==> src/rtl/ux607_tl_pkg.sv <==
// Shared constants for the byte-wide TileLink-UL responder:
// A/D opcodes, FSM state encoding and beat-counter sizing.
package ux607_tl_pkg;

  localparam logic [2:0] A_PUT_FULL    = 3'd0;
  localparam logic [2:0] A_PUT_PARTIAL = 3'd1;
  localparam logic [2:0] A_GET         = 3'd4;

  localparam logic [2:0] D_ACK      = 3'd0;
  localparam logic [2:0] D_ACK_DATA = 3'd1;

  localparam logic [2:0] ST_IDLE   = 3'd0;
  localparam logic [2:0] ST_PUT    = 3'd1;
  localparam logic [2:0] ST_ACCESS = 3'd2;
  localparam logic [2:0] ST_WAIT   = 3'd3;
  localparam logic [2:0] ST_RESP   = 3'd4;
  localparam logic [2:0] ST_DRAIN  = 3'd5;

  // Size fields go up to 7, so a transfer can have up to 128 beats.
  localparam int BEAT_W = 8;

  // Index of the final beat of a 2^size-beat transfer.
  function automatic logic [BEAT_W-1:0] last_beat(input logic [2:0] size);
    return BEAT_W'(((BEAT_W+1)'(1) << size) - (BEAT_W+1)'(1));
  endfunction

endpackage

==> src/rtl/ux607_tl_byte_responder.sv <==
// Byte-wide TileLink-UL slave: turns A beats into single-outstanding register
// accesses, expands multi-beat Gets into per-byte reads and collapses
// multi-beat Puts into one AccessAck. Illegal transfers never touch the bus.
module ux607_tl_byte_responder
  import ux607_tl_pkg::*;
#(
  parameter int   MAX_SIZE = 2,
  parameter logic SINK_ID  = 1'b0
) (
  input  logic        clock,
  input  logic        reset,
  input  logic        io_a_valid,
  output logic        io_a_ready,
  input  logic [2:0]  io_a_bits_opcode,
  input  logic [2:0]  io_a_bits_param,
  input  logic [2:0]  io_a_bits_size,
  input  logic [1:0]  io_a_bits_source,
  input  logic [29:0] io_a_bits_address,
  input  logic        io_a_bits_mask,
  input  logic [7:0]  io_a_bits_data,
  input  logic        io_d_ready,
  output logic        io_d_valid,
  output logic [2:0]  io_d_bits_opcode,
  output logic [1:0]  io_d_bits_param,
  output logic [2:0]  io_d_bits_size,
  output logic [1:0]  io_d_bits_source,
  output logic        io_d_bits_sink,
  output logic [7:0]  io_d_bits_data,
  output logic        io_d_bits_error,
  output logic        io_reg_req,
  output logic        io_reg_we,
  output logic [29:0] io_reg_addr,
  output logic [7:0]  io_reg_wdata,
  input  logic        io_reg_rvalid,
  input  logic [7:0]  io_reg_rdata,
  input  logic        io_reg_err
);

  logic [2:0]        state, state_n;
  logic              rdy_q, get_q, ill_q, err_q, d_err_q;
  logic [2:0]        size_q;
  logic [1:0]        src_q;
  logic [29:0]       addr_q;
  logic [BEAT_W-1:0] beat_q;
  logic [7:0]        wdata_q, d_data_q;

  logic        a_fire, d_fire, a_is_get, a_legal, a_size0, beat_last;
  logic [29:0] a_align_mask;
  logic        unused_param;

  assign unused_param = ^io_a_bits_param;

  assign a_fire       = io_a_valid & rdy_q;
  assign d_fire       = (state == ST_RESP) & io_d_ready;
  assign a_is_get     = io_a_bits_opcode == A_GET;
  assign a_size0      = io_a_bits_size == 3'd0;
  assign a_align_mask = (30'd1 << io_a_bits_size) - 30'd1;
  assign a_legal      = (io_a_bits_opcode == A_PUT_FULL || io_a_bits_opcode == A_PUT_PARTIAL || a_is_get)
                      && (int'({29'd0, io_a_bits_size}) <= MAX_SIZE)
                      && ((io_a_bits_address & a_align_mask) == 30'd0);
  assign beat_last    = beat_q == last_beat(size_q);

  // Next-state selection; beat_q always indexes the beat being worked on.
  always_comb begin
    state_n = state;
    case (state)
      ST_IDLE:
        if (a_fire) begin
          if (a_is_get)             state_n = a_legal ? ST_ACCESS : ST_RESP;
          else if (!a_legal)        state_n = a_size0 ? ST_RESP : ST_DRAIN;
          else if (io_a_bits_mask)  state_n = ST_ACCESS;
          else                      state_n = a_size0 ? ST_RESP : ST_PUT;
        end
      ST_PUT:
        if (a_fire) state_n = io_a_bits_mask ? ST_ACCESS : (beat_last ? ST_RESP : ST_PUT);
      ST_DRAIN:
        if (a_fire && beat_last) state_n = ST_RESP;
      ST_ACCESS:
        state_n = ST_WAIT;
      ST_WAIT:
        if (io_reg_rvalid) state_n = (get_q || beat_last) ? ST_RESP : ST_PUT;
      ST_RESP:
        if (d_fire) state_n = (get_q && !beat_last) ? (ill_q ? ST_RESP : ST_ACCESS) : ST_IDLE;
      default:
        state_n = ST_IDLE;
    endcase
  end

  // Transfer capture, beat counting, sticky error and registered D payload.
  always_ff @(posedge clock) begin
    if (reset) begin
      state    <= ST_IDLE;
      rdy_q    <= 1'b0;
      get_q    <= 1'b0;
      ill_q    <= 1'b0;
      err_q    <= 1'b0;
      d_err_q  <= 1'b0;
      size_q   <= '0;
      src_q    <= '0;
      addr_q   <= '0;
      beat_q   <= '0;
      wdata_q  <= '0;
      d_data_q <= '0;
    end else begin
      state <= state_n;
      // Registered ready: no A accept in the cycle a D beat retires to IDLE.
      rdy_q <= (state_n == ST_IDLE) || (state_n == ST_PUT) || (state_n == ST_DRAIN);
      case (state)
        ST_IDLE:
          if (a_fire) begin
            get_q    <= a_is_get;
            ill_q    <= !a_legal;
            size_q   <= io_a_bits_size;
            src_q    <= io_a_bits_source;
            addr_q   <= io_a_bits_address;
            wdata_q  <= io_a_bits_data;
            d_data_q <= '0;
            err_q    <= !a_legal;
            d_err_q  <= !a_legal;
            // Put beats that complete without an access move straight to beat 1.
            beat_q   <= (!a_is_get && !a_size0 && (!a_legal || !io_a_bits_mask))
                        ? BEAT_W'(1) : '0;
          end
        ST_PUT:
          if (a_fire) begin
            wdata_q <= io_a_bits_data;
            if (!io_a_bits_mask) begin
              if (beat_last) d_err_q <= err_q;
              else           beat_q  <= beat_q + BEAT_W'(1);
            end
          end
        ST_DRAIN:
          if (a_fire && !beat_last) beat_q <= beat_q + BEAT_W'(1);
        ST_WAIT:
          if (io_reg_rvalid) begin
            if (get_q) begin
              d_data_q <= io_reg_rdata;
              d_err_q  <= io_reg_err;
            end else begin
              err_q <= err_q | io_reg_err;
              if (beat_last) d_err_q <= err_q | io_reg_err;
              else           beat_q  <= beat_q + BEAT_W'(1);
            end
          end
        ST_RESP:
          if (d_fire && get_q && !beat_last) beat_q <= beat_q + BEAT_W'(1);
        default: ;
      endcase
    end
  end

  assign io_a_ready       = rdy_q;
  assign io_d_valid       = state == ST_RESP;
  assign io_d_bits_opcode = get_q ? D_ACK_DATA : D_ACK;
  assign io_d_bits_param  = 2'd0;
  assign io_d_bits_size   = size_q;
  assign io_d_bits_source = src_q;
  assign io_d_bits_sink   = SINK_ID;
  assign io_d_bits_data   = d_data_q;
  assign io_d_bits_error  = d_err_q;

  assign io_reg_req   = state == ST_ACCESS;
  assign io_reg_we    = (state == ST_ACCESS) & !get_q;
  assign io_reg_addr  = (state == ST_ACCESS) ? addr_q + {{(30-BEAT_W){1'b0}}, beat_q} : '0;
  assign io_reg_wdata = ((state == ST_ACCESS) & !get_q) ? wdata_q : '0;

endmodule

==> config.mk <==
export PLATFORM = sky130hd
export DESIGN_NAME = ux607_tl_byte_responder
export DESIGN_NICKNAME = d
export VERILOG_FILES = /design/src/rtl/ux607_tl_pkg.sv /design/src/rtl/ux607_tl_byte_responder.sv
export SDC_FILE = /design/constraint.sdc
export NUM_CORES = 1
export LEC_CHECK = 0
export CELL_PAD_IN_SITES_DETAIL_PLACEMENT = 0
export CELL_PAD_IN_SITES_GLOBAL_PLACEMENT = 2
export CORE_ASPECT_RATIO = 0.9
export CORE_UTILIZATION = 29
export DETAILED_ROUTE_END_ITERATION = 8
export HOLD_SLACK_MARGIN = 0.12
export PLACE_DENSITY_LB_ADDON = 0.3
export SLEW_MARGIN = 25
export SYNTH_ARGS = -nofsm -noshare
export SYNTH_HDL_FRONTEND = slang
export SYNTH_SLANG_ARGS = --single-unit
==> constraint.sdc <==
create_clock -name clock -period 4 [get_ports clock]
set_clock_uncertainty 0.05 [all_clocks]
set_input_delay 0.6 -clock clock [delete_from_list [all_inputs] [get_ports clock]]
set_output_delay 0.6 -clock clock [all_outputs]
set_load 0.05 [all_outputs]
==> results of run 1 <==
-- logic make-up (layout without fill, tap and decap cells) --
group                    count (synthesis)  after routing  share of synthesized area (%)
flip-flops                              67             67                           30.2
XOR/XNOR                                 8              8                           1.58
multiplexers                             8              8                           1.80
other                                    1              5                         0.0845
adder cells (fa/ha/maj)                 13             13                           3.83
AND/OR/NAND/NOR                        275            275                           31.3
buffers and inverters                   56            158                           6.20
AO/OA/AOI/OAI                          169            169                           25.0
-- state kept, by name, summed over array words and instances (netlist names) --
signal	count
addr_q	30
beat_q	8
io_d_bits_data	8
wdata_q	8
io_d_bits_size	3
state	3
io_d_bits_source	2
err_q	1
get_q	1
ill_q	1
io_a_ready	1
io_d_bits_error	1
-- cell type report --
| type | instances | area [µm²] | share of cell area, % |
|---|---|---|---|
| multi-input combinational | 478 | 2850 | 46.9 |
| sequential | 67 | 1340 | 22.1 |
| timing repair buffer | 129 | 1280 | 21.0 |
| tap | 198 | 248 | 4.08 |
| clock buffer | 11 | 233 | 3.83 |
| clock inverter | 5 | 77.6 | 1.28 |
| inverter | 13 | 48.8 | 0.803 |
-- worst min path at each step --
| stage | cells after the start | to | slack, ns |
|---|---|---|---|
| after floorplan | 2 | wdata_q[0]$_SDFFE_PP0P_ | 0.38 |
| after global placement | 2 | wdata_q[6]$_SDFFE_PP0P_ | 0.39 |
| after detailed placement | 2 | wdata_q[1]$_SDFFE_PP0P_ | 0.39 |
| after CTS | 2 | wdata_q[1]$_SDFFE_PP0P_ | 0.40 |
| after global routing | 2 | io_d_bits_source[1]$_SDFFE_PP0P_ | 0.42 |
| final | 2 | wdata_q[1]$_SDFFE_PP0P_ | 0.40 |
-- worst reg2reg max path: stages (launching register included) --
cell       delay, ns
dfxtp_1         0.44
or3_1           0.41
ha_1            0.28
xnor2_1         0.25
mux2i_1         0.16
a2111oi_4       0.49
a31oi_1         0.14
a211o_1         0.31
a2111oi_2       0.35
-- power by group --
group / switching [mW] / internal (mW)
logic: 0.362 / 0.240
clock network: 0.311 / 0.544
registers: 0.0620 / 0.724
total: 0.735 / 1.51
-- cells in the final DEF (no fill, tap or decap), types with 4 or more instances in the layout --
cell type,n
or4_1,16
nand3_1,25
dfxtp_1,66
and2_1,13
nor2_1,30
nor3_1,7
inv_1,13
buf_12,7
o31ai_1,17
xnor2_1,5
ha_1,12
clkbuf_16,9
a211oi_1,7
o21a_1,5
nand4_1,9
a31oi_1,8
mux2i_1,8
and3_1,4
conb_1,5
o21ai_0,14
and4_1,8
clkdlybuf4s50_1,88
buf_4,32
nand2b_1,5
nand2_1,122
or3_1,9
a21o_1,6
a21oi_1,80
-- metal layers --
metal  GRT usage, %  vias up  routed length (µm)
met5              0        -                   0
met4           7.18        0                 268
met3           4.90       18                 768
met2           30.4      118                6830
met1           25.5     2233                7080
li1               -     2369                   -
-- metrics by stage --
stage,hold slack (ns),setup slack (ns)
finish,0.398,0.264
global route,0.421,0.0499
CTS,0.402,0.104
detailed placement,0.394,0.432
global placement,0.389,0.525
floorplan,0.382,0.0969
==> results.sh, run 1 <==
export IMPL_status="finished clean"
export IMPL_ctsHoldBuffers=0
export IMPL_syn_to_final_growth_pct=36.9
export IMPL_hold_path_startpoint="wdata_q[1]$_SDFFE_PP0P_"
export IMPL_cpPeakStageDelay_ns=0.84
export IMPL_grt_use_total_pct=19.4
export IMPL_clk_pin_slew_ns=0.06
export IMPL_ant_nets=0
export IMPL_cts_buffer_depth=2
export IMPL_gp_congestion=0.799
export IMPL_layoutNonFillerInstCount=901
export IMPL_finalMaxSlewViolations=0
export IMPL_critPathBufInv=1
export IMPL_cts_buffers=9
export IMPL_grt_pass1_vias=4603
export IMPL_cp_top_family="buffers and inverters"
export IMPL_fin_area_um2=6080
export IMPL_worst_slew_pin_slew_ns=0.691
export IMPL_powerDensity_nw_per_um2=369
export IMPL_fin_nets=775
export IMPL_drive_gt1_share_pct=10.8
export IMPL_dpl_cell_count=885
export IMPL_yosysSeqAreaShare_pct=30.2
export IMPL_clkSinkCount=67
export IMPL_synth_edf_count=0
export IMPL_power_mw=2.24
export IMPL_drtPass1Iterations=5
export IMPL_synth_largest_area_cell="dfxtp_1"
export IMPL_cts_setup_buffers=0
export IMPL_synth_seq_cells=67
export IMPL_avgSynthCellArea_um2=7.44
export IMPL_grt_max_degree=38
export IMPL_antenna_found_initial=0
export IMPL_design_core_area_um2=14800
export IMPL_netlist_instances=597
export IMPL_drt_wl_total_mm=15.0
export IMPL_rsz0062_at_grt="no"
export IMPL_async_reset_ff_share_pct=0
export IMPL_diodes=0
export IMPL_io_buffers=117
export IMPL_rrSetupSlack_ns=1.03
export IMPL_vias=4738
export IMPL_cp_required_ns=3.35
export IMPL_grt_overflow_total=0
export IMPL_cp_num_cells=7
export IMPL_synth_cell_types=75
export IMPL_synth_area_leaders="dfxtp_1, nand2_1, a21oi_1, ha_1, o31ai_1"
export IMPL_reg2reg_depth=8
export IMPL_rr_startpoint="io_d_bits_size[1]$_SDFFE_PP0P_"
export IMPL_cts_resized_gates=0
export IMPL_ir_drop_mv=0.216
export IMPL_hold_viol_final=0
export IMPL_ios=126
export IMPL_clkLatencyLatePin_ns=0.34
export IMPL_dieWidth_um=132
export IMPL_r2r_end="io_a_ready$_SDFF_PP0_"
export IMPL_cts_tree="yes"
export IMPL_leakage_nw=2.25
export IMPL_nFillCells=1536
export IMPL_final_setup_viol_count=0
export IMPL_post_dp_hpwl_mm=10.8
export IMPL_synth_top_area_share_pct=30.2
export IMPL_wl_per_cell_um=16.6
export IMPL_fin_crit_sh_pct=93.4
export IMPL_crit_path_start_kind="register"
export IMPL_die_area_um2=15800
export IMPL_timing_critical_path_from="beat_q[2]$_SDFFE_PP0P_"
export IMPL_worstSetupPathType="reg2out"
export IMPL_slew_headroom_pct=53.3
export IMPL_hp_class="reg2reg"
export IMPL_finalSetupTns_ns=0
export IMPL_htree_num_levels=3
export IMPL_syn_area_um2=4440
export IMPL_yosysMostFrequentCell="nand2_1"
export IMPL_start_util_pct=30.0
export IMPL_cp_cell_sequence="ha_1, a21oi_1, o21a_1, o21bai_1, a21oi_1, mux2i_1, clkdlybuf4s50_1"
export IMPL_drv_cap=0
export IMPL_num_rows=42
export IMPL_synthTopCellsByCount="nand2_1, a21oi_1, dfxtp_1"
export IMPL_finish_utilization_pct=41.0
export IMPL_grt_pass1_wl_mm=24.1
export IMPL_place_area_um2=5760
export IMPL_cts_root_buf="clkbuf_16"
export IMPL_synth_ff_type="dfxtp_1"
export IMPL_end_kind="primary output"
export IMPL_drc_errors=0
export IMPL_cp_data_arrival_time_ns=3.09
export IMPL_layout_min_cycle_time_ns=3.74
export IMPL_path_common_cell="a21oi_1"
export IMPL_yosys_warnings=0
export IMPL_fmax_mhz=268
export IMPL_cp_slowest_cell="clkdlybuf4s50_1"
export IMPL_drt_iter0_drc=237
export IMPL_die_height_um=119
export IMPL_critPathMaxFanout=8
export IMPL_vias_per_cell=5.26
export IMPL_crit_path_end="io_reg_addr[7]"
(Power assumes the default switching activity.)
==> inputs of run 2 (changes only) <==
- clock period: 4 -> 4.68 ns (I/O delays scaled with it)
==> run 2 against run 1 <==
  * Cell count down 0.44%
  * Combinational power down 18%
  * Global-route usage down 0.12 points
  * Core utilization up 0.068 points
  * Routed wire length down 0.17%
  * Count of clock-buffer cells in the layout up 1
==> results.sh, run 2 (same netlist as run 1, synthesis figures left out) <==
export IMPL_leakage_nw=2.17
export IMPL_drive_gt1_share_pct=6.58
export IMPL_design_core_area_um2=14800
export IMPL_status="finished clean"
export IMPL_clkSinkCount=67
export IMPL_crit_path_start_kind="register"
export IMPL_cts_root_buf="clkbuf_16"
export IMPL_layout_commonest_cell="nand2_1"
export IMPL_worst_slew_pin_slew_ns=0.778
export IMPL_diodes=0
export IMPL_power_mw=2.04
export IMPL_rsz0062_at_grt="no"
export IMPL_die_height_um=119
export IMPL_cpPeakStageDelay_ns=0.84
export IMPL_ir_drop_mv=0.189
export IMPL_layout_min_cycle_time_ns=4.44
export IMPL_vias=4733
export IMPL_ctsHoldBuffers=0
export IMPL_grt_overflow_total=0
export IMPL_drv_cap=0
export IMPL_rrSetupSlack_ns=1.62
export IMPL_largest_reg_flops=30
export IMPL_cts_buffers=9
export IMPL_die_area_um2=15800
export IMPL_grt_pass1_vias=4678
export IMPL_clkLatencyLatePin_ns=0.34
export IMPL_hold_viol_final=0
export IMPL_fmax_mhz=225
export IMPL_end_kind="primary output"
export IMPL_fin_crit_sh_pct=94.8
export IMPL_ant_nets=0
export IMPL_cp_data_arrival_time_ns=3.69
export IMPL_regMostFlops="addr_q"
export IMPL_cp_required_ns=3.93
export IMPL_io_buffers=117
export IMPL_critPathMaxFanout=13
export IMPL_grt_max_degree=38
export IMPL_wl_per_cell_um=16.6
export IMPL_cts_setup_buffers=0
export IMPL_fin_nets=771
export IMPL_dieWidth_um=132
export IMPL_vias_per_cell=5.28
export IMPL_path_common_cell="a21oi_1"
export IMPL_finalSetupTns_ns=0
export IMPL_cp_slowest_cell="clkdlybuf4s50_1"
export IMPL_worstSetupPathType="reg2out"
export IMPL_powerDensity_nw_per_um2=336
export IMPL_drt_iter0_drc=273
export IMPL_clk_pin_slew_ns=0.06
export IMPL_htree_num_levels=3
export IMPL_hp_class="reg2reg"
export IMPL_post_dp_hpwl_mm=10.8
export IMPL_cp_num_cells=10
export IMPL_gp_congestion=0.786
export IMPL_start_util_pct=30.0
export IMPL_fin_ws_ns=0.241
export IMPL_finalMaxSlewViolations=0
export IMPL_cts_buffer_depth=2
export IMPL_drc_errors=0
export IMPL_reg2reg_depth=8
export IMPL_cp_top_family="buffers and inverters"
export IMPL_mostFrequentLayoutCells="nand2_1, clkdlybuf4s50_1, a21oi_1, dfxtp_1, nor2_1"
export IMPL_layoutNonFillerInstCount=897
export IMPL_drtPass1Iterations=5
export IMPL_critPathBufInv=2
export IMPL_antenna_found_initial=0
export IMPL_syn_to_final_growth_pct=37.1
export IMPL_cts_resized_gates=0
export IMPL_ios=126
export IMPL_grt_pass1_wl_mm=23.9
export IMPL_num_rows=42
export IMPL_dp_slack_ns=0.604
export IMPL_holdPathStages=2
export IMPL_drt_wl_total_mm=14.9
export IMPL_cts_tree="yes"
export IMPL_final_setup_viol_count=0
export IMPL_dpl_cell_count=881
export IMPL_cp_cell_sequence="ha_1, fa_1, a21o_1, a21oi_1, o21bai_1, a21boi_1, buf_4, or4_1, a21oi_1, clkdlybuf4s50_1"
export IMPL_grt_use_total_pct=19.3
export IMPL_slew_headroom_pct=48.0
## run 2: changes by cell type in the layout (fill, tap and decap cells not counted), sizes merged
cell           delta
clkinv            -2
clkdlybuf4s50    +27
clkbuf            +1
dlymetal6s2s      -1
buf              -30
clkinvlp          -1
bufinv            +2
## run 2: through the flow
step                      utilization [%]  hold WS, ns  cell area (µm²)
after CTS                            41.1        0.403             6090
after floorplan                         -        0.382             4450
final                                41.1        0.398             6090
after detailed placement             38.5        0.395             5710
after global routing                 41.1        0.431             6090
after global placement               38.5        0.389             5710
## run 2: final timing paths
check                            endpoint                           start
hold / removal    wdata_q[0]$_SDFFE_PP0P_         wdata_q[0]$_SDFFE_PP0P_
hold reg to reg   wdata_q[0]$_SDFFE_PP0P_         wdata_q[0]$_SDFFE_PP0P_
setup / recovery          io_reg_addr[16]          beat_q[0]$_SDFFE_PP0P_
setup reg to reg    io_a_ready$_SDFF_PP0_  io_d_bits_size[1]$_SDFFE_PP0P_
## run 2: report_power, final
group | total, mW | switching [mW] | internal (mW) | leakage (nW)
registers | 0.685 | 0.0676 | 0.618 | 0.545
logic | 0.496 | 0.295 | 0.201 | 1.44
clock network | 0.863 | 0.260 | 0.604 | 0.183
## run 2: routing by layer
layer,vias up,part of all wire [%],GRT usage (%)
li1,2352,-,-
met4,0,0.90,5.82
met3,12,5.8,5.70
met1,2247,46,24.0
met2,122,47,31.8
met5,-,0,0
## run 2: final cells by class
cell class              instances  area, µm²
fillers                      1549       8730
multi-input cells             478       2850
flip-flops and latches         67       1340
repair buffers                125       1220
clock buffers                  12        256
well taps                     198        248
clock inverters                 4        120
inverters                      13       48.8
## run 2: worst min-delay path, cell delays in order, from the launching register on
cell     delay (ns)
dfxtp_1        0.30
nand2_1        0.05
a21oi_1        0.05
==> inputs of run 3 (changes only) <==
- CELL_PAD_IN_SITES_DETAIL_PLACEMENT: 0 -> 1
- CELL_PAD_IN_SITES_GLOBAL_PLACEMENT: 2 -> 1
- CORE_MARGIN: not set -> 1.5
- CORE_UTILIZATION: 29 -> 37
==> run 3 against run 2 <==
  * Global-route usage up 5.6 points
  * Cell count down 4.9%
  * Largest power group unchanged
  * Worst hold slack improved by 0.0091 ns
  * Largest cell class unchanged
  * Die area decreased by 20%
==> results.sh, run 3 (same netlist as run 1, synthesis figures left out) <==
export IMPL_worst_slew_pin_slew_ns=0.685
export IMPL_drv_cap=0
export IMPL_rsz0062_at_grt="no"
export IMPL_gp_congestion=0.842
export IMPL_dpl_cell_count=838
export IMPL_vias=4910
export IMPL_hold_path_startpoint="wdata_q[7]$_SDFFE_PP0P_"
export IMPL_num_rows=37
export IMPL_netSwitchingFraction_pct=34.5
export IMPL_drtPass1Iterations=4
export IMPL_place_area_um2=5650
export IMPL_worstSetupPathType="reg2out"
export IMPL_cts_buffers=9
export IMPL_post_dp_hpwl_mm=11.3
export IMPL_regMostFlops="addr_q"
export IMPL_cp_data_arrival_time_ns=3.79
export IMPL_cp_cell_sequence="ha_1, fa_1, a21o_1, a21oi_1, o21bai_1, a21boi_1, buf_4, or4_1, a21oi_1, clkdlybuf4s50_1"
export IMPL_end_kind="primary output"
export IMPL_wl_per_cell_um=18.4
export IMPL_largest_reg_flops=30
export IMPL_reg2reg_depth=8
export IMPL_design_core_area_um2=11600
export IMPL_fin_area_um2=5940
export IMPL_vias_per_cell=5.76
export IMPL_die_area_um2=12700
export IMPL_finalMaxSlewViolations=0
export IMPL_clk_pin_slew_ns=0.06
export IMPL_slew_headroom_pct=54.3
export IMPL_diodes=0
export IMPL_layoutNonFillerInstCount=853
export IMPL_die_height_um=107
export IMPL_dieWidth_um=118
export IMPL_hold_viol_final=0
export IMPL_leakage_nw=2.13
export IMPL_rrSetupSlack_ns=1.51
export IMPL_cpPeakStageDelay_ns=0.83
export IMPL_syn_to_final_growth_pct=33.8
export IMPL_cts_buffer_depth=2
export IMPL_nFillCells=1443
export IMPL_layout_commonest_cell="nand2_1"
export IMPL_drc_errors=0
export IMPL_combPwrFrac_pct=26.6
export IMPL_p_sw_mw=0.647
export IMPL_intPower_mw=1.23
export IMPL_fmax_mhz=220
export IMPL_layout_min_cycle_time_ns=4.54
export IMPL_cts_root_buf="clkbuf_16"
export IMPL_grt_pass1_vias=4922
export IMPL_htree_num_levels=3
export IMPL_ir_drop_mv=0.149
export IMPL_crit_path_start_kind="register"
export IMPL_drt_wl_total_mm=15.7
export IMPL_ant_nets=0
export IMPL_status="finished clean"
export IMPL_grt_overflow_total=0
export IMPL_final_setup_viol_count=0
export IMPL_clkLatencyLatePin_ns=0.34
export IMPL_holdPathStages=2
export IMPL_start_util_pct=38.4
export IMPL_io_buffers=117
export IMPL_seq_power_share_pct=36.7
export IMPL_grt_pass1_wl_mm=25.2
export IMPL_cts_setup_buffers=0
export IMPL_drt_iter0_drc=256
export IMPL_whs_ns=0.407
export IMPL_hp_class="reg2reg"
export IMPL_cp_required_ns=3.93
export IMPL_finalSetupTns_ns=0
export IMPL_cts_resized_gates=0
export IMPL_fin_crit_sh_pct=97.0
export IMPL_clkSinkCount=67
export IMPL_drive_gt1_share_pct=6.46
export IMPL_antenna_found_initial=0
export IMPL_clkPwrFrac_pct=36.7
export IMPL_critPathMaxFanout=13
export IMPL_cp_slowest_cell="clkdlybuf4s50_1"
export IMPL_powerDensity_nw_per_um2=315
export IMPL_fin_nets=770
export IMPL_grt_max_degree=39
export IMPL_ios=126
export IMPL_min_to="wdata_q[7]$_SDFFE_PP0P_"
export IMPL_grt_use_total_pct=24.9
export IMPL_mostFrequentLayoutCells="nand2_1, clkdlybuf4s50_1, a21oi_1, dfxtp_1, nor2_1"
export IMPL_rr_startpoint="io_d_bits_size[1]$_SDFFE_PP0P_"
export IMPL_r2r_end="io_a_ready$_SDFF_PP0_"
export IMPL_ctsHoldBuffers=0
export IMPL_path_common_cell="a21oi_1"
export IMPL_cts_tree="yes"
==> run 3: worst max path at each step <==
stage / start / end / slack, ns / cells past startpoint
after CTS: beat_q[0]$_SDFFE_PP0P_ / io_reg_addr[16] / 0.16 / 10
after global routing: beat_q[0]$_SDFFE_PP0P_ / io_reg_addr[14] / 0.01 / 10
after global placement: beat_q[0]$_SDFFE_PP0P_ / io_reg_addr[16] / 0.66 / 10
final: beat_q[0]$_SDFFE_PP0P_ / io_reg_addr[14] / 0.14 / 10
after detailed placement: beat_q[0]$_SDFFE_PP0P_ / io_reg_addr[16] / 0.55 / 10
after floorplan: beat_q[0]$_SDFFE_PP0P_ / io_reg_addr[20] / 0.67 / 8
==> run 3: per-layer routing <==
| layer | GRT usage (%) | vias up | part of all wire [%] |
|---|---|---|---|
| met5 | 0 | - | 0 |
| met4 | 6.20 | 0 | 1.4 |
| met3 | 5.85 | 19 | 5.1 |
| met1 | 30.2 | 2399 | 43 |
| met2 | 44.6 | 135 | 50 |
| li1 | - | 2357 | - |
==> run 3: cell type report <==
| class | instances | area (µm²) | area share [%] |
|---|---|---|---|
| clock buffer | 9 | 225 | 3.79 |
| clock inverter | 6 | 67.6 | 1.14 |
| inverter | 13 | 48.8 | 0.821 |
| multi-input combinational | 478 | 2840 | 47.9 |
| sequential | 67 | 1340 | 22.6 |
| tap | 156 | 195 | 3.29 |
| timing repair buffer | 124 | 1220 | 20.5 |
==> run 3: power by group through the flow <==
stage	registers, mW	clock network [mW]	logic, mW
detailed placement	0.697	0	0.494
finish	0.687	0.688	0.499
global placement	0.693	0	0.477
global route	0.695	0.724	0.544
floorplan	0.689	0	0.329
CTS	0.685	0.697	0.499
==> run 3: per-stage QoR <==
stage	total power, mW	utilization, %	setup slack, ns
floorplan	1.02	-	0.675
global placement	1.17	48.8	0.657
detailed placement	1.19	48.8	0.550
CTS	1.88	51.3	0.163
global route	1.96	51.3	0.0114
finish	1.87	51.3	0.141
==> run 3: critical path: cells and delay by family (launching register included) <==
kind / cells / cell delay [ns]
buffers and inverters: 2 / 1.02
AOI/OAI and AO/OA: 5 / 0.79
adders and majority gates: 2 / 0.54
DFF: 1 / 0.59
and+or+nand+nor: 1 / 0.50
